File: src/rtl/rf_arb_pkg.sv
// rf_arb_pkg: shared arbiter state encoding and default parameter values
//   Holds the A_PRIO / B_FORCED state encoding and the default data width,
//   address width and starvation limit used by rf_write_arbiter.
package rf_arb_pkg;

    typedef enum logic {
        A_PRIO   = 1'b0,
        B_FORCED = 1'b1
    } arb_state_e;

    localparam int DEF_WIDTH        = 32;
    localparam int DEF_ADDR_WIDTH   = 5;
    localparam int DEF_STARVE_LIMIT = 4;

endpackage

File: src/rtl/sat_counter16.sv
// sat_counter16: 16-bit up-counter that sticks at 16'hFFFF
//   clk   : rising-edge clock
//   reset : synchronous active-high clear
//   inc   : count this cycle
//   count : current value
module sat_counter16 (
    input  logic        clk,
    input  logic        reset,
    input  logic        inc,
    output logic [15:0] count
);

    logic [15:0] r_count;

    always_ff @(posedge clk) begin
        if (reset)
            r_count <= '0;
        else if (inc && r_count != 16'hFFFF)
            r_count <= r_count + 16'd1;
    end

    assign count = r_count;

endmodule

File: src/rtl/rf_write_arbiter.sv
// rf_write_arbiter: two-requester register-file write-port arbiter with starvation relief
//   clk, reset                        : clock, synchronous active-high reset
//   a_valid/a_addr/a_data/a_ready     : requester A (pipeline writeback), normally preferred
//   b_valid/b_addr/b_data/b_ready     : requester B (load/MIO unit), forced after STARVE_LIMIT blocked cycles
//   rf_we/rf_waddr/rf_wdata/rf_src_b  : registered write-port drive, one cycle after the transfer
//   conflict_cnt                      : saturating count of cycles with both requesters valid
module rf_write_arbiter
    import rf_arb_pkg::*;
#(
    parameter int WIDTH        = DEF_WIDTH,
    parameter int AddrWidth    = DEF_ADDR_WIDTH,
    parameter int STARVE_LIMIT = DEF_STARVE_LIMIT
) (
    input  logic                 clk,
    input  logic                 reset,
    input  logic                 a_valid,
    input  logic [AddrWidth-1:0] a_addr,
    input  logic [WIDTH-1:0]     a_data,
    output logic                 a_ready,
    input  logic                 b_valid,
    input  logic [AddrWidth-1:0] b_addr,
    input  logic [WIDTH-1:0]     b_data,
    output logic                 b_ready,
    output logic                 rf_we,
    output logic [AddrWidth-1:0] rf_waddr,
    output logic [WIDTH-1:0]     rf_wdata,
    output logic                 rf_src_b,
    output logic [15:0]          conflict_cnt
);

    localparam int WaitW = $clog2(STARVE_LIMIT + 1);

    arb_state_e           r_state;
    logic [WaitW-1:0]     r_wait_cnt;
    logic                 r_we;
    logic [AddrWidth-1:0] r_waddr;
    logic [WIDTH-1:0]     r_wdata;
    logic                 r_src_b;

    logic                 w_a_xfer;
    logic                 w_b_xfer;
    logic                 w_b_blocked;
    logic                 w_starved;
    logic                 w_xfer;
    logic [AddrWidth-1:0] w_addr;
    logic [WIDTH-1:0]     w_data;

    // Readies are gated by reset so nothing is accepted in a reset cycle.
    assign a_ready     = !reset && r_state == A_PRIO && a_valid;
    assign b_ready     = !reset && b_valid && (r_state == B_FORCED || !a_valid);
    assign w_a_xfer    = a_valid && a_ready;
    assign w_b_xfer    = b_valid && b_ready;
    assign w_b_blocked = b_valid && !b_ready;
    assign w_starved   = w_b_blocked && r_wait_cnt == WaitW'(STARVE_LIMIT - 1);
    assign w_xfer      = w_a_xfer || w_b_xfer;
    assign w_addr      = w_b_xfer ? b_addr : a_addr;
    assign w_data      = w_b_xfer ? b_data : a_data;

    always_ff @(posedge clk) begin
        if (reset) begin
            r_state    <= A_PRIO;
            r_wait_cnt <= '0;
        end else begin
            r_wait_cnt <= !w_b_blocked ? '0 :
                          (r_wait_cnt == WaitW'(STARVE_LIMIT)) ? r_wait_cnt : r_wait_cnt + 1'b1;
            r_state    <= (r_state == A_PRIO) ? (w_starved ? B_FORCED : A_PRIO) :
                          ((w_b_xfer || !b_valid) ? A_PRIO : B_FORCED);
        end
    end

    // Register 0 is hard-wired: such transfers are accepted but never written.
    always_ff @(posedge clk) begin
        if (reset) begin
            r_we    <= 1'b0;
            r_waddr <= '0;
            r_wdata <= '0;
            r_src_b <= 1'b0;
        end else if (w_xfer && w_addr != '0) begin
            r_we    <= 1'b1;
            r_waddr <= w_addr;
            r_wdata <= w_data;
            r_src_b <= w_b_xfer;
        end else begin
            r_we    <= 1'b0;
        end
    end

    assign rf_we    = r_we;
    assign rf_waddr = r_waddr;
    assign rf_wdata = r_wdata;
    assign rf_src_b = r_src_b;

    sat_counter16 u_conflict (
        .clk   (clk),
        .reset (reset),
        .inc   (a_valid && b_valid),
        .count (conflict_cnt)
    );

endmodule

File: config.mk
export PLATFORM = sky130hd
export DESIGN_NAME = rf_write_arbiter
export DESIGN_NICKNAME = d
export VERILOG_FILES = /design/src/rtl/rf_arb_pkg.sv /design/src/rtl/sat_counter16.sv /design/src/rtl/rf_write_arbiter.sv
export SDC_FILE = /design/constraint.sdc
export NUM_CORES = 1
export LEC_CHECK = 0
export CAP_MARGIN = 20
export CORE_ASPECT_RATIO = 1.2
export CORE_MARGIN = 2
export CORE_UTILIZATION = 65
export DETAILED_ROUTE_END_ITERATION = 12
export DONT_BUFFER_PORTS = 1
export PLACE_DENSITY = 0.92
export SETUP_SLACK_MARGIN = 0.1
export SLEW_MARGIN = 20
export SYNTH_ARGS = -nofsm -noshare
export SYNTH_HDL_FRONTEND = slang
export SYNTH_SLANG_ARGS = --single-unit
File: constraint.sdc
create_clock -name clk -period 4.2 [get_ports clk]
set_input_delay 1.26 -clock clk [delete_from_list [all_inputs] [get_ports clk]]
set_output_delay 1.26 -clock clk [all_outputs]
set_load 0.005 [all_outputs]
==> results of run 1 <==
[cell usage in the layout, fill, tap and decap left out, types with 4 or more instances in the layout]
cell | synthesis | routed
inv_1 | 12 | 12
nor3_1 | 6 | 6
o31ai_1 | 4 | 4
dfxtp_1 | 59 | 59
nand3_1 | 8 | 8
nand2b_1 | 36 | 36
nor2_1 | 16 | 16
o21ai_0 | 9 | 9
a21oi_1 | 13 | 13
nand2_1 | 11 | 11
mux2_2 | 4 | 4
nand4_1 | 4 | 4
or4_1 | 4 | 4
mux2i_1 | 71 | 71
nor2b_1 | 6 | 6
ha_1 | 4 | 4
clkbuf_8 | 0 | 11
[state kept, by name (all words and copies together) (netlist names)]
register,count
rf_wdata,32
u_conflict.count,16
rf_waddr,5
r_wait_cnt,3
r_state,1
rf_src_b,1
rf_we,1
[power by group]
part	switching, mW	internal, mW	total [mW]
Combinational	0.0520	0.0562	0.108
Sequential	0.0323	0.599	0.632
Clock	0.210	0.245	0.455
[critical path: cells and delay by family]
kind | cells | cell delay, ns
buffers and inverters | 1 | 0.13
AND/OR/NAND/NOR | 2 | 0.47
[layout make-up]
class	instances	area, um^2
multi-input combinational	230	1749
tap	58	72.57
clock buffer	14	162.7
fill	348	1325
inverter	12	45.04
timing repair buffer	2	15.01
sequential	59	1181
clock inverter	2	10.01
[cell usage after synthesis, types with 3 or more instances]
| cell type | instances |
|---|---|
| or4_1 | 4 |
| nand2b_1 | 36 |
| o32ai_1 | 3 |
| mux2_2 | 4 |
| nand3_1 | 8 |
| buf_2 | 6 |
| dfxtp_1 | 59 |
| o21ai_0 | 9 |
| mux2i_1 | 71 |
| nand4_1 | 4 |
| inv_1 | 12 |
| a21o_1 | 3 |
| ha_1 | 4 |
| o31ai_1 | 4 |
| nor4_1 | 3 |
| nor3_1 | 6 |
| a21oi_1 | 13 |
| buf_4 | 3 |
| nand2_1 | 11 |
| nor2_1 | 16 |
| nor2b_1 | 6 |
| clkbuf_1 | 6 |
[worst max-delay path by stage]
stage | cells past startpoint | slack [ns] | end
6_report | 3 | 1.07 | b_ready
5_1_grt | 3 | 1.01 | b_ready
4_1_cts | 3 | 1.09 | b_ready
3_5_place_dp | 6 | 1.09 | rf_wdata[10]$_SDFFE_PP0P_
3_3_place_gp | 3 | 1.13 | b_ready
2_1_floorplan | 5 | 1.06 | b_ready
[kinds of logic (layout without fill, tap and decap cells)]
family,count (synthesis),in the layout,synth area share [%]
AND/OR/NAND/NOR,106,106,20.63
XOR/XNOR,1,1,0.2872
adder cells (fa/ha/maj),4,4,1.641
flip-flops,59,59,38.72
AO/OA/AOI/OAI,44,44,10.01
buffers and inverters,27,30,3.937
multiplexers,75,75,24.77
[routing by layer]
metal / GRT usage [%] / vias up / wire (um)
li1: - / 1134 / -
met1: 25.74 / 1123 / 2442
met2: 43.80 / 140 / 3332
met3: 9.348 / 19 / 610
met4: 13.27 / 0 / 171
met5: 0 / - / 0
==> results.yml, run 1 <==
floorplan:
  io_pins: 135
  start_util_pct: 66.89
  design.core.area_um2: 4561
  fp.dieH_um: 79.05
  chipWidth_um: 66.54
  fp-row-count: 27
  die_area_um2: 5259
worst_hold_path:
  hold_path.class: "flip-flop to flip-flop"
  holdPathStages: 2
  worstHoldStart: "rf_waddr[0]$_SDFFE_PP0P_"
  hold_path_end: "rf_waddr[0]$_SDFFE_PP0P_"
route:
  num_vias: 2416
  dr.first_iter.drc_count: 212
  wl_per_cell_um: 17.39
  ant_nets: 0
  first_pass_iters: 4
  wirelength_um: 6556
  vias_per_cell: 6.408
  drc: 0
run:
  drv_cap: 0
clocking:
  clk_latency_ns: 0.33
  clkSinkCount: 59
  clk_pin_slew_ns: 0.06
  htreeDepth: 3
  cts.repair.resized: 0
  cts_made_buffers: 9
  root_buffer: "clkbuf_8"
  clockBufferDepth: 2
  cts_hold_buf: 0
  cts_tree: "built"
  cts_setup_buffers: 0
worst_setup_path:
  r2r_start: "r_state$_SDFF_PP0_"
  cp_slowest_stage_delay_ns: 0.39
  path_cells: "nor2b_1 -> nand2_4 -> inv_1"
  end_kind: "output pin"
  crit_fanout: 64
  crit_start: "reset"
  r2r_setup_slack_ns: 2.08
  ff2ff_path_depth: 6
  cp_data_required_time_ns: 2.94
  r2r-end: "rf_wdata[20]$_SDFFE_PP0P_"
  path_class: "input pin to output pin"
  cp.arrival_ns: 1.87
  start_kind: "input pin"
  cp_slowest_cell: "nor2b_1"
yosys:
  synth_cells: 316
  ys_seq_elements: 59
  synth.cell_area_um2: 3050
  ys.flop_type: "dfxtp_1"
  async_flop_share_pct: 0
  ys_seq_area_share_pct: 38.72
  synth_top_area_share_pct: 38.72
  synthTopCellsByArea: "dfxtp_1 39%, mux2i_1 23%, nand2b_1 7.4%"
  synth_cell_types: 41
  syn_area_per_cell_um2: 9.653
  synth.largest_area_cell: "dfxtp_1"
  yosys_warnings: 0
  synth_edf_count: 0
  syn-num-nets: 398
timing:
  setup_ws_ns: 1.068
  final_max_slew_viol_count: 0
  clock.fmax_mhz: 319.3
  period_needed_ns: 3.132
  tightest_slew_ns: 0.7565
  finalHoldViolCount: 0
  fin_skew_ns: 0.004222
  post-route-period-util_pct: 74.57
  rsz0062_at_grt: "false"
  fin_setup_tns_ns: 0
  relSlewSlack_pct: 48.26
  timing.hold.ws_ns: 0.4887
  setup_viol: 0
placed_design:
  gp_congestion: 0.8501
  place_inst: 361
  place_area_um2: 3063
  hpwl_um: 4679
  io_buffers: 0
  pre_cts_ws_ns: 1.085
outcome:
  status: "completed"
power:
  p_total_mw: 1.195
  cellPowerDensity_nw_per_um2: 369.2
  power_leakage_nw: 1.474
  ir_drop_mv: 0.2012
final_layout:
  drive_gt1_share_pct: 8.464
  fin_area_um2: 3236
  final_cells: 377
  fin_nets: 396
  final_util_pct: 70.95
  diodes: 0
  syn2layout_area_growth_pct: 6.070
global_route:
  antenna_found_initial: 0
  grt_max_degree: 65
  grt.total_usage_pct: 25.18
  grt_pass1_vias: 2312
  grt_overflow: 0
  grt_first_pass_wirelength_um: 10120
No activity file was read; power rests on OpenSTA's default activity.
==> run 2: changes to the inputs <==
Settings changed: CORE_UTILIZATION 65 to 57, PLACE_DENSITY 0.92 to 0.86.
Clock period 4.2 ns to 2.55 ns, I/O delays scaled along.
==> run 2 against run 1 <==
Net effect: die area increased by 13%; register-to-register slack got worse by 1.5 ns; final cell count increased by 1.6%; routed wire length shrank 1.2%; combinational power is 68% higher; non-clock buffer count is 2 higher; global-route usage down 3.2 points; clock-buffer cell count decreased by 1; sequential power up 65%; critical path depth unchanged; total power rose by 87%; via count is 1.9% lower.
==> results.yml, run 2 (synthesis results as in run 1) <==
power:
  internal_power_mw: 1.739
  cellPowerDensity_nw_per_um2: 670.1
  combinationalPowerShare_pct: 8.1
  power_frac_clock_pct: 45.5
  ir_drop_mv: 0.4781
  pwr-share-seq_pct: 46.4
  power_leakage_nw: 1.519
  p_switching_mw: 0.5001
  switching_share_pct: 22.33
run:
  drv_cap: 0
worst_setup_path:
  end_kind: "output pin"
  start_kind: "input pin"
  r2r_start: "u_conflict.count[12]$_SDFFE_PP0P_"
  path_class: "input pin to output pin"
  cp_slowest_cell: "nor2b_1"
  crit_fanout: 8
  cp_slowest_stage_delay_ns: 0.38
  path_cells: "nor2b_1 -> nand2_4 -> inv_1"
  cp.arrival_ns: 1.46
  r2r_setup_slack_ns: 0.63
  ff2ff_path_depth: 4
  cp_data_required_time_ns: 1.79
  path_delay_family: "simple AND/OR/NAND/NOR gates"
  critical_path_buf_inv_count: 1
  r2r-end: "u_conflict.count[0]$_SDFFE_PP0P_"
global_route:
  grt_first_pass_wirelength_um: 10760
  antenna_found_initial: 0
  grt_overflow: 0
  grt_max_degree: 65
  grt_pass1_vias: 2457
  grt.total_usage_pct: 22.02
clocking:
  clk_pin_slew_ns: 0.07
  clk_latency_ns: 0.33
  clkSinkCount: 59
  cts_hold_buf: 0
  root_buffer: "clkbuf_8"
  cts_made_buffers: 9
  cts_tree: "built"
  cts.repair.resized: 0
  clockBufferDepth: 2
  cts_setup_buffers: 0
  htreeDepth: 3
final_layout:
  layout_common_cells: "71 x mux2i_1, 59 x dfxtp_1, 36 x nand2b_1, 16 x nor2_1"
  syn2layout_area_growth_pct: 9.557
  nFillCells: 452
  fin_nets: 398
  diodes: 0
  largest_register_ffs: 32
  drive_gt1_share_pct: 9.969
  final_util_pct: 63.96
  layout.cells.most_common: "mux2i_1"
  fin_area_um2: 3342
placed_design:
  place_area_um2: 3095
  io_buffers: 0
  gp_congestion: 0.8509
  hpwl_um: 4671
timing:
  fin_skew_ns: 0.009322
  clock.fmax_mhz: 450.3
  finalHoldViolCount: 0
  period_needed_ns: 2.221
  rsz0062_at_grt: "false"
  final_max_slew_viol_count: 0
  timing.hold.ws_ns: 0.4964
  relSlewSlack_pct: 54.49
  post-route-period-util_pct: 87.09
  fin_setup_tns_ns: 0
  tightest_slew_ns: 0.6655
  setup_viol: 0
route:
  wirelength_um: 6477
  first_pass_iters: 4
  dr.first_iter.drc_count: 146
  ant_nets: 0
  num_vias: 2370
  drc: 0
  wl_per_cell_um: 16.91
  vias_per_cell: 6.188
worst_hold_path:
  holdPathStages: 2
  worstHoldStart: "rf_wdata[27]$_SDFFE_PP0P_"
  hold_path_end: "rf_wdata[27]$_SDFFE_PP0P_"
  hold_path.class: "flip-flop to flip-flop"
floorplan:
  fp-row-count: 29
  start_util_pct: 58.38
  design.core.area_um2: 5225
  io_pins: 135
  fp.dieH_um: 84.14
  die_area_um2: 5955
  chipWidth_um: 70.78
outcome:
  status: "completed"
==> run 2: area by class of cell <==
class / instances / area, um^2 / share of cell area, %
multi-input combinational: 230 / 1749 / 52.34
sequential: 59 / 1181 / 35.34
clock buffer: 13 / 178.9 / 5.354
tap: 62 / 77.57 / 2.321
clock inverter: 3 / 67.56 / 2.022
inverter: 12 / 45.04 / 1.348
timing repair buffer: 4 / 42.54 / 1.273
==> run 2: power by group through the flow <==
stage                     sequential (mW)  clock [mW]  combinational, mW
after floorplan                      1.04           0              0.169
after detailed placement             1.06           0              0.182
final                                1.04        1.02              0.181
after CTS                            1.04        1.04              0.183
after global routing                 1.05        1.07              0.201
after global placement               1.06           0              0.173
==> run 2: layer usage <==
| metal | GRT usage (%) | share of wire, % | vias up |
|---|---|---|---|
| met2 | 38.23 | 52 | 104 |
| met5 | 0 | 0 | - |
| li1 | - | - | 1139 |
| met4 | 9.777 | 1.2 | 0 |
| met3 | 7.563 | 7.9 | 8 |
| met1 | 24.03 | 39 | 1119 |
==> run 2: per-stage QoR <==
| step | setup slack [ns] | power (mW) | std cells |
|---|---|---|---|
| finish | 0.3292 | 2.239 | 383 |
| global route | 0.2908 | 2.320 | 383 |
| CTS | 0.3337 | 2.263 | 383 |
| detailed placement | 0.3308 | 1.243 | 367 |
| global placement | 0.3730 | 1.232 | 367 |
| floorplan | 0.4008 | 1.214 | 316 |
==> run 2: worst max-delay path by stage <==
stage                  from       to  cells after the start
floorplan             reset  b_ready                      5
global placement    b_valid  b_ready                      3
detailed placement  b_valid  b_ready                      3
CTS                 b_valid  b_ready                      3
global route        b_valid  b_ready                      3
finish              b_valid  b_ready                      3
==> run 2: worst min-delay path, cell delays in order, from the launching register on <==
cell and delay [ns]:
dfxtp_1 0.32, nand2b_1 0.07, mux2i_1 0.06
==> run 3: changes to the inputs <==
Settings changed: TNS_END_PERCENT set to 20.
==> results of run 3 <==
No change in the layout: final DEF, timing and power equal those of run 2.
==> edit 1: new RTL, config.mk and constraints of run 1 <==
Make the reset (`reset`) asynchronous in 3 clocked blocks. Comments in the files are not updated.
--- a/src/rtl/sat_counter16.sv
+++ b/src/rtl/sat_counter16.sv
@@ -13,5 +13,5 @@
     logic [15:0] r_count;
 
-    always_ff @(posedge clk) begin
+    always_ff @(posedge clk or posedge reset) begin
         if (reset)
             r_count <= '0;
--- a/src/rtl/rf_write_arbiter.sv
+++ b/src/rtl/rf_write_arbiter.sv
@@ -57,5 +57,5 @@
     assign w_data      = w_b_xfer ? b_data : a_data;
 
-    always_ff @(posedge clk) begin
+    always_ff @(posedge clk or posedge reset) begin
         if (reset) begin
             r_state    <= A_PRIO;
@@ -70,5 +70,5 @@
 
     // Register 0 is hard-wired: such transfers are accepted but never written.
-    always_ff @(posedge clk) begin
+    always_ff @(posedge clk or posedge reset) begin
         if (reset) begin
             r_we    <= 1'b0;
Behaviour: differs if reset is asserted again (counterexample within 4 cycles, from zero or initial values and one cycle with reset high); with reset held inactive, the same outputs for 10 cycles.
==> edit 1 against run 1 <==
- global-route usage fell by 1.2 points
- sequential cell count did not move
- register-to-register slack got worse by 190 ps
- routed wire length fell by 4.2%
- setup slack improved by 160 ps
- utilization rose by 1.4 points
- area after synthesis rose by 2.6%
- first-iteration DRC count fell by 32%
- via count fell by 18%
- non-clock buffer count rose by 1
- cell area rose by 3.5%
Power is not compared: it rests on default switching activity, and its combinational part moved more than twofold at a synthesized area within 25%.
==> edit 1: results (changes against run 1) <==
- CLK BUF: 12 (-2)
- Post-CTS Resized: 0 (unchanged)
- Crit path largest cell delay: 260 ps (-130 ps)
- Largest register FFs: 32 (unchanged)
- ClkCell Share: 5.232% (-0.10 points)
- Share of cells above drive strength 1: 35.18% (+27 points)
- Multi-In Gates: 170 (-26%)
- Status: completed
- H-tree depth: 3 (unchanged)
- First-pass GRT wire length: 9459 um (-6.6%)
- Worst r2r src: u_conflict.count[0]$_DFFE_PP0P_
- Reg-to-Reg End: u_conflict.count[1]$_DFFE_PP0P_
- Rel. slew slack: 47.28% (-0.99 points)
- Crit-path leading delay family: simple AND/OR/NAND/NOR gates
- Top pwr grp: sequential cells
- Tcrit/Tclk final: 70.82% (-3.7 points)
- Final hold vios: 0 (unchanged)
- Worst skew pair latency: 320 ps
- Commonest cells post-synth: dfrtp_1 (59), mux2_2 (38), mux2_4 (28), nand3_1 (11)
- Logic inverters: 6 (-6)
- Full die area: 5388 um2 (+2.4%)
- CTS Buffer Depth: 2 (unchanged)
- Reg2reg path depth: 5 (-1)
- Multi-input gate area: 1575 um2 (-9.9%)
- Synth async-reset ratio: 100.0% (+100 points)
- Vias in the first global route: 1961 (-15%)
- GRT Overall Usage: 24.01% (-1.2 points)
- Post-synthesis sequential area ratio: 47.18% (+8.5 points)
- Largest net degree at the start of global routing: 61 (-6.2%)
- Slowest-stage cell, CP: and2b_2
- LEAKAGE: 1.471 nW
- 1st-iter DRT viols: 144 (-32%)
- Max FO, Critical Path: 5 (-92%)
- Buffer share of cell area: 0.6726% (+0.21 points)
- Port Buffer Count: 0 (unchanged)
- Routed WL: 6280 um (-4.2%)
- Initial DRT Pass Iterations: 4 (unchanged)
- Via density: 6.363 (-0.70%)
- Total setup buffers inserted after CTS: 0 (unchanged)
- Fin util: 72.34% (+1.4 points)
- Netlist cell types: 39 (-4.9%)
- Fillers: 305 (-12%)
- Sequential cell area: 1476 um2 (+25%)
- Clk_skew: 5.759 ps (+1.537 ps)
- Syn_area_per_cell: 12.88 um2 (+33%)
- # diodes: 0 (unchanged)
- GPL Wtd Cong: 0.8363 (-1.6%)
- Layout Nets: 331 (-16%)
- R2R Setup Slk: 1890 ps (-190 ps)
- Main area contributors after synthesis: dfrtp_1 (47%), mux2_2 (14%), mux2_4 (13%), xnor2_1 (2.0%), nand3_1 (1.8%)
- CP endpoint: b_ready
- DP HPWL: 4576 um (-2.2%)
- Finished Layout Cells: 311 (-18%)
- Setup slack at placement: 1216 ps (+131.3 ps)
- # placed instances: 296 (-18%)
- Post-placement cell area: 3173 um2 (+3.6%)
- Non-CTS buffers: 3 (+1)
==> edit 1: cell types whose count changed after synthesis, sizes merged, moves of 6 or more <==
cell	change
mux2i	-66
dfxtp	-59
mux2	+62
xnor2	+6
nor2	-7
nand2b	-34
a21oi	-9
inv	-6
dfrtp	+59
xor2	+6
nor2b	-6
o21ai	-6
==> edit 1: routing by layer <==
metal  up-vias  wire (um)  GRT usage [%]
met5         -          0              0
met4         0         36          6.735
met3         5        596          10.86
met2       102       3114          38.12
met1       964       2533          29.34
li1        908          -              -
==> edit 1: logic make-up (layout without fill, tap and decap cells) <==
| family | count (synthesis) | in the layout | synth area share (%) |
|---|---|---|---|
| fa+ha+maj | 4 | 4 | 1.599 |
| simple gates | 59 | 59 | 9.956 |
| flops | 59 | 59 | 47.18 |
| buf+inv | 14 | 24 | 2.479 |
| mux | 71 | 71 | 28.71 |
| compound gates | 23 | 23 | 6.438 |
| xor+xnor | 13 | 13 | 3.639 |
==> edit 1: worst min path at each step <==
stage                                  from                       to  slack [ps]  cells past startpoint
floorplan                 r_state$_DFF_PP0_        r_state$_DFF_PP0_         470                      2
finish              rf_waddr[1]$_DFFE_PP0P_  rf_waddr[1]$_DFFE_PP0P_         520                      1
CTS                 rf_waddr[1]$_DFFE_PP0P_  rf_waddr[1]$_DFFE_PP0P_         520                      1
global route        rf_waddr[1]$_DFFE_PP0P_  rf_waddr[1]$_DFFE_PP0P_         530                      1
detailed placement  rf_waddr[2]$_DFFE_PP0P_  rf_waddr[2]$_DFFE_PP0P_         500                      1
global placement          r_state$_DFF_PP0_        r_state$_DFF_PP0_         490                      2
==> edit 2: new RTL, settings of run 1 <==
Made on the original files. Set the package constant `DEF_WIDTH` to 40 (it was 32).
--- a/src/rtl/rf_arb_pkg.sv
+++ b/src/rtl/rf_arb_pkg.sv
@@ -9,5 +9,5 @@
     } arb_state_e;
 
-    localparam int DEF_WIDTH        = 32;
+    localparam int DEF_WIDTH        = 40;
     localparam int DEF_ADDR_WIDTH   = 5;
     localparam int DEF_STARVE_LIMIT = 4;
Interface: changed (resized a_data, b_data and rf_wdata); port bits go from 135 to 159. No check against the original RTL was run, so the function may have changed too.
==> edit 2 against run 1 <==
- power is 10% higher
- setup slack better by 15 ps
- die area grew 9.0%
- routed wire length rose by 27%
- critical endpoint unchanged
- count of clock-buffer cells in the layout unchanged
- sequential share of layout area is 2.1 points higher
- sequential cell count rose by 8
- area after synthesis up 9.6%
- cell area is 7.4% higher
- via count rose by 28%
- synthesized cell count increased by 30%
- clock power rose by 4.8%
==> edit 2: results (changes against run 1) <==
- Post-CTS Resized: 0 (unchanged)
- Hold Path Class: reg -> reg
- WP data arrival: 1860 ps
- Post-DR wirelength/cell: 18.33 um (+5.4%)
- DP HPWL: 5734 um (+23%)
- Clock slew at reported path FFs: 60 ps (about the same)
- Max FO, Critical Path: 29 (-55%)
- Routed WL: 8338 um (+27%)
- Commonest cells post-synth: dfxtp_1 (67), nand2_1 (52), nand3_1 (51), nor3_1 (42), a311oi_1 (39)
- Rel. slew slack: 28.88% (-19 points)
- H-tree depth: 3 (unchanged)
- Status: completed
- Routed vias: 3104 (+28%)
- Post-synthesis sequential area ratio: 40.13% (+1.4 points)
- GPL Wtd Cong: 0.8436 (-0.76%)
- Initial DRT Pass Iterations: 7 (+3)
- Largest register FFs: 40 (+25%)
- Fillers: 371 (+6.6%)
- Worst skew pair latency: 330 ps (about the same)
- Port Buffer Count: 0 (unchanged)
- Main flop type after synthesis: dfxtp_1
- Vias in the first global route: 2755 (+19%)
- Largest net degree at the start of global routing: 78 (+20%)
- CTS Buffer Depth: 2 (unchanged)
- Num CTS Buffers: 9 (unchanged)
- LEAKAGE: 1.261 nW (-14%)
- Layout Nets: 488 (+23%)
- Yosys warnings: 0 (unchanged)
- # hold bufs at CTS: 0 (unchanged)
- First-pass GRT wire length: 12540 um (+24%)
- GRT Overall Usage: 27.06% (+1.9 points)
- Number of antenna violations at the first check in global routing: 0 (unchanged)
- Syn_area_per_cell: 8.131 um2 (-16%)
- Netlist cell types: 37 (-9.8%)
- Number of flops mapped to enable cells by yosys: 0 (unchanged)
- Main area contributors after synthesis: dfxtp_1 (40%), a311oi_1 (10%), nand3_1 (7.6%), nor3_1 (6.3%), nand2_1 (5.8%)
- Root Driver: clkbuf_8
- Synth async-reset ratio: 0% (unchanged)
- # diodes: 0 (unchanged)
- Max VDD drop: 0.0002641 V (+31%)
- Total setup buffers inserted after CTS: 0 (unchanged)
- Share of cells above drive strength 1: 8.354% (-0.11 points)
- Setup slack at placement: 895.8 ps (-189.2 ps)
- Clk_skew: 5.507 ps (+1.284 ps)
- 1st-iter DRT viols: 361 (+70%)
- # placed instances: 439 (+22%)
- Synthesized net count: 509 (+28%)
==> edit 2: cell types whose count changed after synthesis, moves of 5 or more <==
cell      change
clkbuf_1     +27
buf_2         -6
buf_6         +5
and2_1        +5
nor2b_1       +7
nand3_1      +43
nand2_1      +41
mux2_2        +5
nand2b_1     -31
a311oi_1     +38
mux2i_1      -68
dfxtp_1       +8
nor3_1       +36
==> edit 2: per-stage QoR <==
step	instance area, um2	total power [mW]	hold WS [ps]
2_1_floorplan	3342	0.8367	456.3
3_3_place_gp	3303	0.8463	473.0
3_5_place_dp	3303	0.8544	492.7
4_1_cts	3476	1.326	502.2
5_1_grt	3476	1.371	514.3
6_report	3476	1.318	496.9
==> edit 2: final timing paths <==
kind                                                 start                          to  slack (ps)  cells past startpoint
worst max-delay path                               a_valid                     b_ready        1080                      4
worst min-delay path            r_wait_cnt[2]$_SDFFE_PP0P_  r_wait_cnt[1]$_SDFFE_PP0P_         500                      2
worst max register to register          r_state$_SDFF_PP0_   rf_wdata[29]$_SDFFE_PP0P_        1810                      7
worst min register to register  r_wait_cnt[2]$_SDFFE_PP0P_  r_wait_cnt[1]$_SDFFE_PP0P_         500                      2
==> edit 2: area by class of cell <==
| type | count | area share (%) |
|---|---|---|
| Multi-Input combinational cell | 297 | 52.02 |
| Sequential cell | 67 | 38.59 |
| Clock buffer | 14 | 4.680 |
| Tap cell | 60 | 2.160 |
| Timing Repair Buffer | 6 | 1.296 |
| Inverter | 9 | 0.9719 |
| Clock inverter | 2 | 0.2880 |
==> edit 2: worst max-delay path, stage by stage <==
cell	delay, ps
nand2b_2	80
buf_4	310
nand2_1	110
inv_1	90
==> edit 2: routing by layer <==
layer | vias to the layer above | part of all wire (%) | GRT usage [%]
li1 | 1483 | - | -
met1 | 1439 | 38 | 28.53
met2 | 168 | 51 | 50.67
met3 | 14 | 10 | 9.223
met4 | 0 | 1.2 | 9.608
met5 | - | 0 | 0
==> edit 2: report_power, final <==
group,internal (mW),total [mW],switching [mW]
logic,0.0531,0.131,0.0781
clock network,0.246,0.477,0.232
registers,0.676,0.710,0.0340
==> edit 2: cells by family (layout without fill, tap and decap cells) <==
kind of cell	Yosys count	in the layout	synth area share, %
flip-flops	67	67	40.13
adder cells (fa/ha/maj)	4	4	1.498
buffers and inverters	47	31	6.402
multiplexers	12	12	3.931
XOR/XNOR	1	1	0.2621
AND/OR/NAND/NOR	200	200	29.46
AO/OA/AOI/OAI	80	80	18.31
